[src/rtl/idm_pkg.sv]
// Shared definitions for the idm loader block.
//   ADR_W / DATA_W / RD_W : default widths of the idm address, write data
//                           and read data buses
//   state_t               : job controller states
package idm_pkg;

    localparam int ADR_W  = 8;
    localparam int DATA_W = 8;
    localparam int RD_W   = 14;

    typedef enum logic [2:0] {
        IDLE,
        LOAD,
        VERIFY,
        DONE,
        ERROR
    } state_t;

endpackage

[src/rtl/idm_adr_ctr.sv]
// Address generator for the idm loader.
// Holds the job base address and length, an offset counter with
// clear/increment, and produces the wrapping memory address plus a flag
// that marks the final offset of the job.
//   clk      : clock
//   reset    : synchronous active-high reset
//   i_latch  : capture i_base / i_len for a new job
//   i_base   : first memory address of the job
//   i_len    : byte count of the job
//   i_clr    : clear the offset (wins over i_inc)
//   i_inc    : advance the offset by one
//   o_adr    : base + offset, wrapping modulo 2^ADR_W
//   o_last   : offset equals len-1
module idm_adr_ctr #(
    parameter int ADR_W = idm_pkg::ADR_W
) (
    input  logic             clk,
    input  logic             reset,
    input  logic             i_latch,
    input  logic [ADR_W-1:0] i_base,
    input  logic [ADR_W-1:0] i_len,
    input  logic             i_clr,
    input  logic             i_inc,
    output logic [ADR_W-1:0] o_adr,
    output logic             o_last
);

    logic [ADR_W-1:0] r_base;
    logic [ADR_W-1:0] r_len;
    logic [ADR_W-1:0] r_offset;

    always_ff @(posedge clk) begin
        if (reset) begin
            r_base   <= '0;
            r_len    <= '0;
            r_offset <= '0;
        end else begin
            if (i_latch) begin
                r_base <= i_base;
                r_len  <= i_len;
            end
            if (i_clr) begin
                r_offset <= '0;
            end else if (i_inc) begin
                r_offset <= r_offset + ADR_W'(1);
            end
        end
    end

    // Natural-width addition gives the modulo-2^ADR_W wrap for free.
    assign o_adr  = r_base + r_offset;
    assign o_last = (r_offset == (r_len - ADR_W'(1)));

endmodule

[src/rtl/idm_loader.sv]
// Load-and-verify engine for the idm memory.
// On start it streams len bytes into memory at base_adr.., summing them,
// then reads the same addresses back, sums the low DATA_W bits of each
// read, and finishes in DONE when both sums agree or ERROR otherwise.
//   clk, reset            : clock, synchronous active-high reset
//   start, base_adr, len  : job request (accepted in IDLE/DONE/ERROR)
//   in_valid, in_data     : byte stream in; in_ready high while loading
//   memWrite, adr, WD     : idm write port / shared address
//   rdata                 : idm read data, combinational from adr
//   busy, done, error     : job status levels
//   checksum              : running mod-2^DATA_W sum of loaded bytes
module idm_loader #(
    parameter int ADR_W  = idm_pkg::ADR_W,
    parameter int DATA_W = idm_pkg::DATA_W,
    parameter int RD_W   = idm_pkg::RD_W
) (
    input  logic              clk,
    input  logic              reset,
    input  logic              start,
    input  logic [ADR_W-1:0]  base_adr,
    input  logic [ADR_W-1:0]  len,
    input  logic              in_valid,
    input  logic [DATA_W-1:0] in_data,
    output logic              in_ready,
    output logic              memWrite,
    output logic [ADR_W-1:0]  adr,
    output logic [DATA_W-1:0] WD,
    input  logic [RD_W-1:0]   rdata,
    output logic              busy,
    output logic              done,
    output logic              error,
    output logic [DATA_W-1:0] checksum
);

    import idm_pkg::*;

    state_t            r_state;
    state_t            w_state_next;
    logic [DATA_W-1:0] r_lsum;
    logic [DATA_W-1:0] r_vsum;
    logic [DATA_W-1:0] r_wd;

    logic              w_accept;
    logic              w_hs;
    logic              w_latch;
    logic              w_clr;
    logic              w_inc;
    logic              w_last;
    logic [DATA_W-1:0] w_rbyte;
    logic [DATA_W-1:0] w_vsum_final;

    // Only the low byte of the read bus takes part in verification.
    assign w_rbyte = rdata[DATA_W-1:0];

    generate
        if (RD_W > DATA_W) begin : g_rd_upper
            logic w_unused_rd_upper;
            assign w_unused_rd_upper = ^rdata[RD_W-1:DATA_W];
        end
    endgenerate

    assign w_accept     = start && (r_state == IDLE || r_state == DONE || r_state == ERROR);
    assign w_hs         = (r_state == LOAD) && in_valid;
    assign w_vsum_final = r_vsum + w_rbyte;

    idm_adr_ctr #(
        .ADR_W (ADR_W)
    ) u_adr_ctr (
        .clk     (clk),
        .reset   (reset),
        .i_latch (w_latch),
        .i_base  (base_adr),
        .i_len   (len),
        .i_clr   (w_clr),
        .i_inc   (w_inc),
        .o_adr   (adr),
        .o_last  (w_last)
    );

    always_ff @(posedge clk) begin
        if (reset) begin
            r_state <= IDLE;
        end else begin
            r_state <= w_state_next;
        end
    end

    always_comb begin
        w_state_next = r_state;
        w_latch      = 1'b0;
        w_clr        = 1'b0;
        w_inc        = 1'b0;
        case (r_state)
            IDLE, DONE, ERROR: begin
                if (w_accept) begin
                    // An empty job completes immediately without touching
                    // the address counter, so adr keeps its last value.
                    if (len == '0) begin
                        w_state_next = DONE;
                    end else begin
                        w_state_next = LOAD;
                        w_latch      = 1'b1;
                        w_clr        = 1'b1;
                    end
                end
            end
            LOAD: begin
                if (w_hs) begin
                    if (w_last) begin
                        w_state_next = VERIFY;
                        w_clr        = 1'b1;
                    end else begin
                        w_inc = 1'b1;
                    end
                end
            end
            VERIFY: begin
                // The offset stops on the final read so adr keeps pointing
                // at the last accessed location while DONE/ERROR is held.
                if (w_last) begin
                    w_state_next = (w_vsum_final == r_lsum) ? DONE : ERROR;
                end else begin
                    w_inc = 1'b1;
                end
            end
            default: begin
                w_state_next = IDLE;
            end
        endcase
    end

    always_ff @(posedge clk) begin
        if (reset) begin
            r_lsum <= '0;
            r_vsum <= '0;
            r_wd   <= '0;
        end else if (w_accept) begin
            r_lsum <= '0;
            r_vsum <= '0;
        end else if (w_hs) begin
            r_lsum <= r_lsum + in_data;
            r_wd   <= in_data;
        end else if (r_state == VERIFY) begin
            r_vsum <= w_vsum_final;
        end
    end

    // Reset gates the strobes combinationally so nothing is written or
    // accepted in the cycle a job is aborted.
    assign in_ready = (r_state == LOAD) && !reset;
    assign memWrite = w_hs && !reset;
    assign WD       = (r_state == LOAD) ? in_data : r_wd;
    assign busy     = (r_state == LOAD) || (r_state == VERIFY);
    assign done     = (r_state == DONE);
    assign error    = (r_state == ERROR);
    assign checksum = r_lsum;

endmodule

[config.mk]
export PLATFORM = sky130hd
export DESIGN_NAME = idm_loader
export DESIGN_NICKNAME = d
export VERILOG_FILES = /design/src/rtl/idm_pkg.sv /design/src/rtl/idm_adr_ctr.sv /design/src/rtl/idm_loader.sv
export SDC_FILE = /design/constraint.sdc
export NUM_CORES = 1
export LEC_CHECK = 0
export BUFFER_PORTS_ARGS = -buffer_cell sky130_fd_sc_hd__buf_2
export CORE_MARGIN = 2
export CORE_UTILIZATION = 50
export DETAILED_ROUTE_END_ITERATION = 10
export HOLD_SLACK_MARGIN = 0.06
export PLACE_DENSITY_LB_ADDON = 0.1
export SETUP_SLACK_MARGIN = 0.15
export SLEW_MARGIN = 0
export SYNTH_ARGS = -nofsm -noshare
export SYNTH_HDL_FRONTEND = slang
export SYNTH_SLANG_ARGS = --single-unit
[constraint.sdc]
create_clock -name clk -period 2.5 [get_ports clk]
set_clock_uncertainty 0.1 [all_clocks]
set_input_delay 0.25 -clock clk [delete_from_list [all_inputs] [get_ports clk]]
set_output_delay 0.25 -clock clk [all_outputs]
set_load 0.02 [all_outputs]
==> metrics.csv, run 1 <==
stage;metric;value;unit
outcome;status;finished with violations;
outcome;violations;negative setup slack;
yosys;synthSimpleGateAreaFrac;20.1;%
yosys;synth_xor_area_share;10.5;%
setup_path;end_kind;flip-flop;
yosys;synth_top_area_share;28.8;%
grt;grt_overflow;0;
floorplan;fp.dieW;88.1;µm
cts;clockRootBuffer;clkbuf_8;
finish;fillCellCount;626;
yosys;ys_types;64;
finish;diodes;0;
hold_path;hp-class;in -> reg;
timing;post-route-period-util;103;%
grt;grt_max_degree;30;
power_and_ir_drop;p_leak;1.98;nW
yosys;netlist_area;0.00354;mm²
timing;hold_violations;0;
placed_design;gp_congestion;0.938;
floorplan;std_cell_rows;30;
timing;relSlewSlack;61.6;%
route;first_iter_violations;118;
setup_path;path_cells;ha_4 > fa_2 > a211oi_2 > o21bai_4 > xnor3_1 > or4_1 > nor3_2 > and2_1 > o221a_2;
yosys;synth_top_family_by_area;compound AO/OA/AOI/OAI gates;
cts;cts-htree-levels;2;
floorplan;dieArea;0.00777;mm²
setup_path;worstPathRequired;2.66;ns
yosys;ys_async_sr_fraction;0;%
yosys;synthMuxAreaShare;5.66;%
yosys;ys.flop_type;dfxtp_1;
yosys;synth_fa_ha_area_share;9.83;%
timing;max_freq;388;MHz
setup_path;start_kind;flip-flop;
finish;fin_cells;616;
yosys;syn_inst;433;
yosys;synth_top_cell_by_area;dfxtp_1;
yosys;synth_most_common_cell;nand2_1;
route;drt_wl_total;8570;µm
cts;cts_hold_buffers;0;
finish;area_growth;23.7;%
setup_path;worst-setup-path-type;reg -> reg;
timing;timing.setup.tns;-0.145;ns
cts;clock_path_buffers;2;
timing;setup_viol;3;
route;drt_first_pass_iters;5;
timing;drv_slew;0;
route;vias;3290;
cts;cts_sinks;51;
route;top_layer;met4;
setup_path;slowest_delay;0.41;ns
route;antenna_left;0;
placed_design;place_area;0.00414;mm²
yosys;synth_nets;501;
floorplan;start_util;51.8;%
floorplan;io_pins;71;
timing;worstMarginPinSlew;0.576;ns
yosys;synth-seq-cells;51;
finish;final_nets;588;
timing;finalWorstSetupSlack;-0.0757;ns
placed_design;dpl.hpwl;6510;µm
grt;grt_pass1_wl;14100;µm
floorplan;core-area;0.00683;mm²
setup_path;arrival;2.73;ns
route;routedWlPerCell;13.9;µm
timing;rsz0062_at_grt;true;
grt;track_usage;22.5;%
timing;min_period;2.58;ns
setup_path;cp_max_fo;3;
placed_design;io_buffers;64;
placed_design;dp.cells;604;
power_and_ir_drop;power;2.26;mW
power_and_ir_drop;peakVddDrop;0.000318;V
power_and_ir_drop;pwr_density_cell;517;mW/mm²
yosys;synth_edf_count;0;
yosys;synth_compound_area_share;20.5;%
cts;clock_latency;0.31;ns
cts;clkSlewWorstSetupHoldPaths;0.10;ns
yosys;synth_area_leaders;dfxtp_1 29%, ha_1 8.1%, a21oi_1 6.4%, nand2_1 6.4%, xor2_1 4.9%;
route;dr_wl_met3;278;µm
setup_path;cpMaxStageDelayCell;or4_1;
grt;antenna_found_initial;0;
floorplan;die_y;88.1;µm
route;m1WireLength;3760;µm
finish;design_area;0.00438;mm²
cts;cts_tree;yes;
run;maxCapViolations;0;
grt;grt_pass1_vias;3088;
finish;drive_above_1_share;29.4;%
yosys;yosysWarnings;0;
route;via_per_inst;5.34;
route;drc;0;
yosys;synth_common_cells;60 x nand2_1, 51 x dfxtp_1, 45 x a21oi_1;
timing;fin_hold_ws;0.0623;ns
yosys;avgSynthCellArea;8.17;µm²
route;wl_met2;4440;µm
yosys;synth_seq_area_share;28.8;%
cts;cts_buffers;5;
## state kept, by name, indices dropped and copies added, names as in the netlist
name / cells
checksum: 8
r_state: 3
r_vsum: 8
r_wd: 8
u_adr_ctr.r_base: 8
u_adr_ctr.r_len: 8
u_adr_ctr.r_offset: 8
## path summary, 6_finish.rpt
| check | startpoint | end | slack (ns) | cells past startpoint |
|---|---|---|---|---|
| max | r_vsum[0]$_SDFFE_PP0P_ | r_state[1]$_SDFFE_PP0P_ | -0.08 | 9 |
| min reg2reg | r_wd[1]$_SDFFE_PP0P_ | r_wd[1]$_SDFFE_PP0P_ | 0.36 | 2 |
| min | base_adr[4] | u_adr_ctr.r_base[4]$_SDFFE_PP0P_ | 0.06 | 3 |
| max reg2reg | r_vsum[0]$_SDFFE_PP0P_ | r_state[1]$_SDFFE_PP0P_ | -0.08 | 9 |
## layer usage
layer / GRT usage (%) / vias to the layer above
met5: 0 / -
met1: 27.7 / 1530
met4: 5.23 / 0
met3: 3.02 / 9
met2: 41.5 / 55
li1: - / 1696
## what timing repair did
item / in CTS / in global routing
buffers inserted: 3 / 2
resized for setup: 15 / 13
endpoints found under the setup margin: 7 / 12
gates cloned: 0 / 0
pin swaps: 10 / 12
## final cells by class
cell class	count	area, µm²	share of cell area, %
Multi-Input combinational cell	343	2450	55.9
Sequential cell	51	1030	23.6
Timing Repair Buffer	100	602	13.7
Tap cell	96	120	2.74
Inverter	19	71.3	1.63
Clock buffer	5	68.8	1.57
Clock inverter	2	37.5	0.857
## per-stage QoR
step	util (%)	worst slack, ns
CTS	63.0	-0.133
finish	64.1	-0.0757
global placement	60.6	-0.141
global route	64.1	-0.208
floorplan	-	-0.0329
detailed placement	60.6	-0.199
## critical path: cells and delay by family, from the launching register on
kind / cells / cell delay, ns
xor gates and xnor gates: 1 / 0.21
adders and majority gates: 2 / 0.52
and+or+nand+nor: 3 / 0.74
DFF: 1 / 0.35
AOI/OAI and AO/OA: 3 / 0.60
## power breakdown
group	total [mW]	switching, mW	internal (mW)	leakage [nW]
logic	0.759	0.417	0.343	1.51
registers	0.915	0.0521	0.863	0.419
clock network	0.588	0.294	0.293	0.0502
total	2.26	0.763	1.50	1.98
## logic make-up after synthesis
family,after synthesis
simple gates,152
xor+xnor,39
flops,51
compound gates,107
mux,19
fa+ha+maj,26
buf+inv,39
## cell usage in the layout (no fill, tap or decap), types with 16 or more instances in the layout
master	instances
buf_2	61
buf_4	38
xnor2_1	16
a21oi_1	40
dfxtp_1	44
nor2_1	43
inv_1	17
xor2_1	19
ha_1	20
nand2_1	60
Note: power is estimated with default switching activity, not from simulation.
==> run 2, diff against run 1 <==
CORE_UTILIZATION = 47   (was 50)
PLACE_DENSITY = 0.69   (was unset)
PLACE_DENSITY_LB_ADDON = unset   (was 0.1)
==> metrics.csv, run 2 (same netlist as run 1, synthesis figures left out) <==
stage;metric;value;unit
outcome;status;finished with violations;
outcome;violations;negative setup slack;
cts;clock_latency;0.31;ns
power_and_ir_drop;pwr_density_cell;498;mW/mm²
finish;area_growth;27.6;%
placed_design;gp_congestion;0.916;
timing;post-route-period-util;107;%
grt;grt_max_degree;30;
power_and_ir_drop;swShare;35.5;%
route;routedWlPerCell;14.4;µm
grt;antenna_found_initial;0;
route;drt_wl_total;9000;µm
cts;clkSlewWorstSetupHoldPaths;0.11;ns
floorplan;dieArea;0.00824;mm²
timing;drv_slew;0;
timing;max_freq;375;MHz
route;vias;3390;
placed_design;io_buffers;64;
floorplan;std_cell_rows;31;
route;drc;0;
cts;clock_path_buffers;2;
finish;drive_above_1_share;32.4;%
setup_path;rr_worst_depth;9;
timing;setup_viol;3;
route;drt_first_pass_iters;4;
timing;timing.setup.tns;-0.433;ns
setup_path;arrival;2.84;ns
setup_path;cp_max_fo;3;
finish;fillCellCount;673;
route;first_iter_violations;112;
power_and_ir_drop;clkPwrFrac;23.7;%
floorplan;start_util;48.5;%
cts;clockRootBuffer;clkbuf_8;
finish;diodes;0;
hold_path;holdPathStages;3;
setup_path;start_kind;flip-flop;
timing;finalWorstSetupSlack;-0.169;ns
setup_path;critPathCapture;r_state[1]$_SDFFE_PP0P_;
timing;min_period;2.67;ns
finish;multi_input_area;0.00251;mm²
grt;grt_pass1_vias;3219;
finish;layout_commonest_cell;buf_2;
placed_design;dp_slack;-0.192;ns
route;antenna_left;0;
timing;relSlewSlack;61.9;%
floorplan;die_y;90.8;µm
finish;layout_common_cells;61 x buf_2, 60 x nand2_1, 42 x dfxtp_1, 41 x nor2_1, 41 x a21oi_1;
finish;utilization;61.9;%
floorplan;io_pins;71;
power_and_ir_drop;switching_power;798;µW
power_and_ir_drop;peakVddDrop;0.000295;V
cts;cts-htree-levels;2;
power_and_ir_drop;power.internal;1.45;mW
setup_path;r2r_slack;-0.17;ns
floorplan;core-area;0.00729;mm²
floorplan;fp.dieW;90.8;µm
grt;grt_pass1_wl;14700;µm
setup_path;end_kind;flip-flop;
grt;grt_overflow;0;
placed_design;dpl.hpwl;6430;µm
grt;track_usage;21.2;%
power_and_ir_drop;power_frac_seq;40.6;%
timing;worstMarginPinSlew;0.557;ns
setup_path;rr_endpoint;r_state[1]$_SDFFE_PP0P_;
power_and_ir_drop;power_frac_comb;35.7;%
cts;cts_tree;yes;
run;maxCapViolations;0;
finish;final_nets;594;
cts;cts_sinks;51;
finish;seqCellArea;0.00104;mm²
power_and_ir_drop;power;2.25;mW
hold_path;hp-class;in -> reg;
timing;rsz0062_at_grt;true;
power_and_ir_drop;p_leak;2.04;nW
setup_path;worst-setup-path-type;reg -> reg;
route;via_per_inst;5.42;
setup_path;worstPathRequired;2.67;ns
setup_path;startpoint;r_vsum[0]$_SDFFE_PP0P_;
timing;hold_violations;0;
setup_path;rr_startpoint;r_vsum[0]$_SDFFE_PP0P_;
cts;cts_buffers;5;
## run 2: final cells by class
cell class                      count  share of cell area, %
Inverter                           19                   1.58
Sequential cell                    51                   23.0
Clock inverter                      2                  0.360
Tap cell                           99                   2.74
Timing Repair Buffer              106                   14.8
Clock buffer                        6                   1.83
Multi-Input combinational cell    343                   55.7
## run 2: layer usage
| metal | routed length, µm | vias to the layer above | part of all wire [%] | GRT usage [%] |
|---|---|---|---|---|
| met5 | 0 | - | 0 | 0 |
| li1 | - | 1709 | - | - |
| met1 | 3840 | 1585 | 43 | 24.9 |
| met3 | 373 | 21 | 4.1 | 3.76 |
| met4 | 194 | 0 | 2.2 | 4.80 |
| met2 | 4600 | 75 | 51 | 39.9 |
## run 2: worst max-delay path, stage by stage, from the launching register on
cell and delay [ns]:
dfxtp_2 0.35, ha_4 0.16, fa_2 0.40, a211oi_2 0.28, o21bai_4 0.18, xnor3_1 0.24, or4_4 0.44, nor3_4 0.14
and2_4 0.18, o221a_4 0.16
## run 2: stage by stage
| stage | hold slack (ns) | instances | instance area, µm² |
|---|---|---|---|
| global placement | 0.339 | 605 | 4140 |
| CTS | 0.0613 | 620 | 4350 |
| detailed placement | 0.348 | 605 | 4140 |
| finish | 0.0633 | 626 | 4520 |
| floorplan | 0.286 | 433 | 3560 |
| global route | 0.0660 | 626 | 4520 |
## run 2: how the worst min path moves through the flow
stage / slack (ns) / from / to
2_1_floorplan: 0.29 / in_data[0] / r_wd[0]$_SDFFE_PP0P_
3_3_place_gp: 0.34 / r_wd[0]$_SDFFE_PP0P_ / r_wd[0]$_SDFFE_PP0P_
3_5_place_dp: 0.35 / r_wd[5]$_SDFFE_PP0P_ / r_wd[5]$_SDFFE_PP0P_
4_1_cts: 0.06 / base_adr[2] / u_adr_ctr.r_base[2]$_SDFFE_PP0P_
5_1_grt: 0.07 / base_adr[1] / u_adr_ctr.r_base[1]$_SDFFE_PP0P_
6_report: 0.06 / base_adr[1] / u_adr_ctr.r_base[1]$_SDFFE_PP0P_
## run 2: timing repair
action                                 CTS  global route
pin swaps                               17            22
buffers inserted                         7             6
setup endpoints to repair                7            14
hold buffers                             0             0
gates cloned                             0             0
resized for setup                       19            29
endpoints found under the hold margin    0             0
## run 2: power groups by stage
stage	Combinational (mW)	Sequential [mW]	Clock [mW]
global route	0.880	0.922	0.576
global placement	0.729	0.928	0
finish	0.803	0.915	0.533
floorplan	0.529	0.922	0
CTS	0.764	0.912	0.545
detailed placement	0.743	0.929	0
==> run 3, diff against run 2 <==
==> constraint.sdc (replaced) <==
create_clock -name clk -period 2.5 [get_ports clk]
set_clock_uncertainty 0.1 [all_clocks]
set_input_delay 0.25 -clock clk [delete_from_list [all_inputs] [get_ports clk]]
set_output_delay 0.25 -clock clk [all_outputs]
set_load 0.01 [all_outputs]
==> metrics.csv, run 3 (same netlist as run 1, synthesis figures left out) <==
stage;metric;value;unit
setup_path;rr_worst_depth;9;
floorplan;start_util;48.5;%
setup_path;end_kind;flip-flop;
floorplan;dieArea;0.00824;mm²
cts;cts_tree;yes;
timing;worstMarginPinSlew;0.567;ns
finish;final_nets;594;
setup_path;critPathCapture;r_state[1]$_SDFFE_PP0P_;
cts;cts_sinks;51;
grt;grt_max_degree;30;
grt;grt_pass1_wl;14700;µm
cts;clkSlewWorstSetupHoldPaths;0.11;ns
floorplan;die_y;90.8;µm
outcome;status;finished with violations;
grt;track_usage;21.2;%
finish;fillCellCount;676;
placed_design;dp.cells;605;
setup_path;rr_startpoint;r_vsum[0]$_SDFFE_PP0P_;
cts;clock_path_buffers;2;
setup_path;worstPathRequired;2.67;ns
grt;grt_pass1_vias;3183;
cts;clockRootBuffer;clkbuf_8;
grt;grt_overflow;0;
power_and_ir_drop;peakVddDrop;0.000295;V
hold_path;holdCritStartpoint;base_adr[1];
finish;diodes;0;
route;vias;3384;
timing;min_period;2.66;ns
floorplan;core-area;0.00729;mm²
cts;cts-htree-levels;2;
setup_path;cp_max_fo;3;
finish;layout_commonest_cell;buf_2;
timing;post-route-period-util;107;%
outcome;violations;negative setup slack;
finish;multi_input_area;0.00253;mm²
route;antenna_left;0;
run;maxCapViolations;0;
timing;rsz0062_at_grt;true;
route;drt_wl_total;9060;µm
placed_design;gp_congestion;0.916;
placed_design;dp_slack;-0.192;ns
route;via_per_inst;5.41;
power_and_ir_drop;pwr_density_cell;491;mW/mm²
timing;finalWorstSetupSlack;-0.164;ns
power_and_ir_drop;p_leak;2.03;nW
finish;seqCellArea;0.00103;mm²
placed_design;dpl.hpwl;6430;µm
cts;cts_hold_buffers;0;
setup_path;arrival;2.83;ns
hold_path;hp-class;in -> reg;
placed_design;io_buffers;64;
setup_path;start_kind;flip-flop;
finish;layout_common_cells;64 x buf_2, 60 x nand2_1, 42 x dfxtp_1, 41 x nor2_1, 41 x a21oi_1;
timing;drv_slew;0;
route;first_iter_violations;122;
cts;clock_latency;0.31;ns
finish;area_growth;27.7;%
cts;cts_buffers;5;
setup_path;worst-setup-path-type;reg -> reg;
power_and_ir_drop;power;2.22;mW
floorplan;io_pins;71;
route;drt_first_pass_iters;4;
route;drc;0;
timing;max_freq;375;MHz
setup_path;startpoint;r_vsum[0]$_SDFFE_PP0P_;
timing;relSlewSlack;61.2;%
floorplan;std_cell_rows;31;
grt;antenna_found_initial;0;
route;routedWlPerCell;14.5;µm
finish;fin_cells;626;
setup_path;rr_endpoint;r_state[1]$_SDFFE_PP0P_;
finish;drive_above_1_share;32.6;%
timing;setup_viol;3;
timing;hold_violations;0;
floorplan;fp.dieW;90.8;µm
setup_path;r2r_slack;-0.16;ns
[run 3: cell counts in the layout (fill, tap and decap cells not counted)]
No cell type changed its count.
[run 3: worst min path at each step]
stage | endpoint | slack, ns | cells after the start
after global placement | r_wd[0]$_SDFFE_PP0P_ | 0.34 | 2
after CTS | u_adr_ctr.r_base[2]$_SDFFE_PP0P_ | 0.06 | 3
after detailed placement | r_wd[5]$_SDFFE_PP0P_ | 0.35 | 2
final | u_adr_ctr.r_base[1]$_SDFFE_PP0P_ | 0.07 | 3
after global routing | u_adr_ctr.r_base[1]$_SDFFE_PP0P_ | 0.07 | 3
after floorplan | r_wd[0]$_SDFFE_PP0P_ | 0.29 | 2
[run 3: power breakdown]
group          switching (mW)  total [mW]  internal (mW)
sequential             0.0526       0.916          0.864
clock                   0.307       0.534          0.227
combinational           0.407       0.769          0.362
[run 3: area by class of cell]
type | count | area share, %
clock buffer | 6 | 1.83
clock inverter | 2 | 0.360
inverter | 19 | 1.58
multi-input combinational | 343 | 55.9
sequential | 51 | 22.9
tap | 99 | 2.74
timing repair buffer | 106 | 14.7
[run 3: worst max-delay path, stage by stage, from the launching register on]
cell and delay [ns]:
dfxtp_2 0.35, ha_4 0.16, fa_2 0.40, a211oi_2 0.28
o21bai_4 0.18, xnor3_1 0.24, or4_4 0.44, nor3_4 0.14
and2_4 0.18, o221a_4 0.16
[run 3: layer usage]
layer / share of wire (%) / global-route usage (%) / vias up / wire length, µm
met5: 0 / 0 / - / 0
met4: 1.8 / 4.42 / 0 / 167
met3: 3.3 / 3.76 / 18 / 301
met2: 52 / 39.3 / 64 / 4680
met1: 43 / 25.4 / 1591 / 3910
li1: - / - / 1711 / -
[run 3: what timing repair did]
| action | CTS | global route |
|---|---|---|
| endpoints found under the setup margin | 7 | 14 |
| pin swaps | 17 | 22 |
| hold endpoints to repair | 0 | 0 |
| buffers inserted | 5 | 8 |
| resized for setup | 18 | 27 |
[run 3: through the flow]
step	TNS, ns	hold slack, ns	instance area, µm²	utilization, %
global route	-0.612	0.0657	4520	62.0
finish	-0.431	0.0654	4520	62.0
global placement	-0.215	0.339	4140	56.8
detailed placement	-0.487	0.348	4140	56.8
floorplan	-0.0435	0.286	3560	-
CTS	-0.373	0.0613	4340	59.5
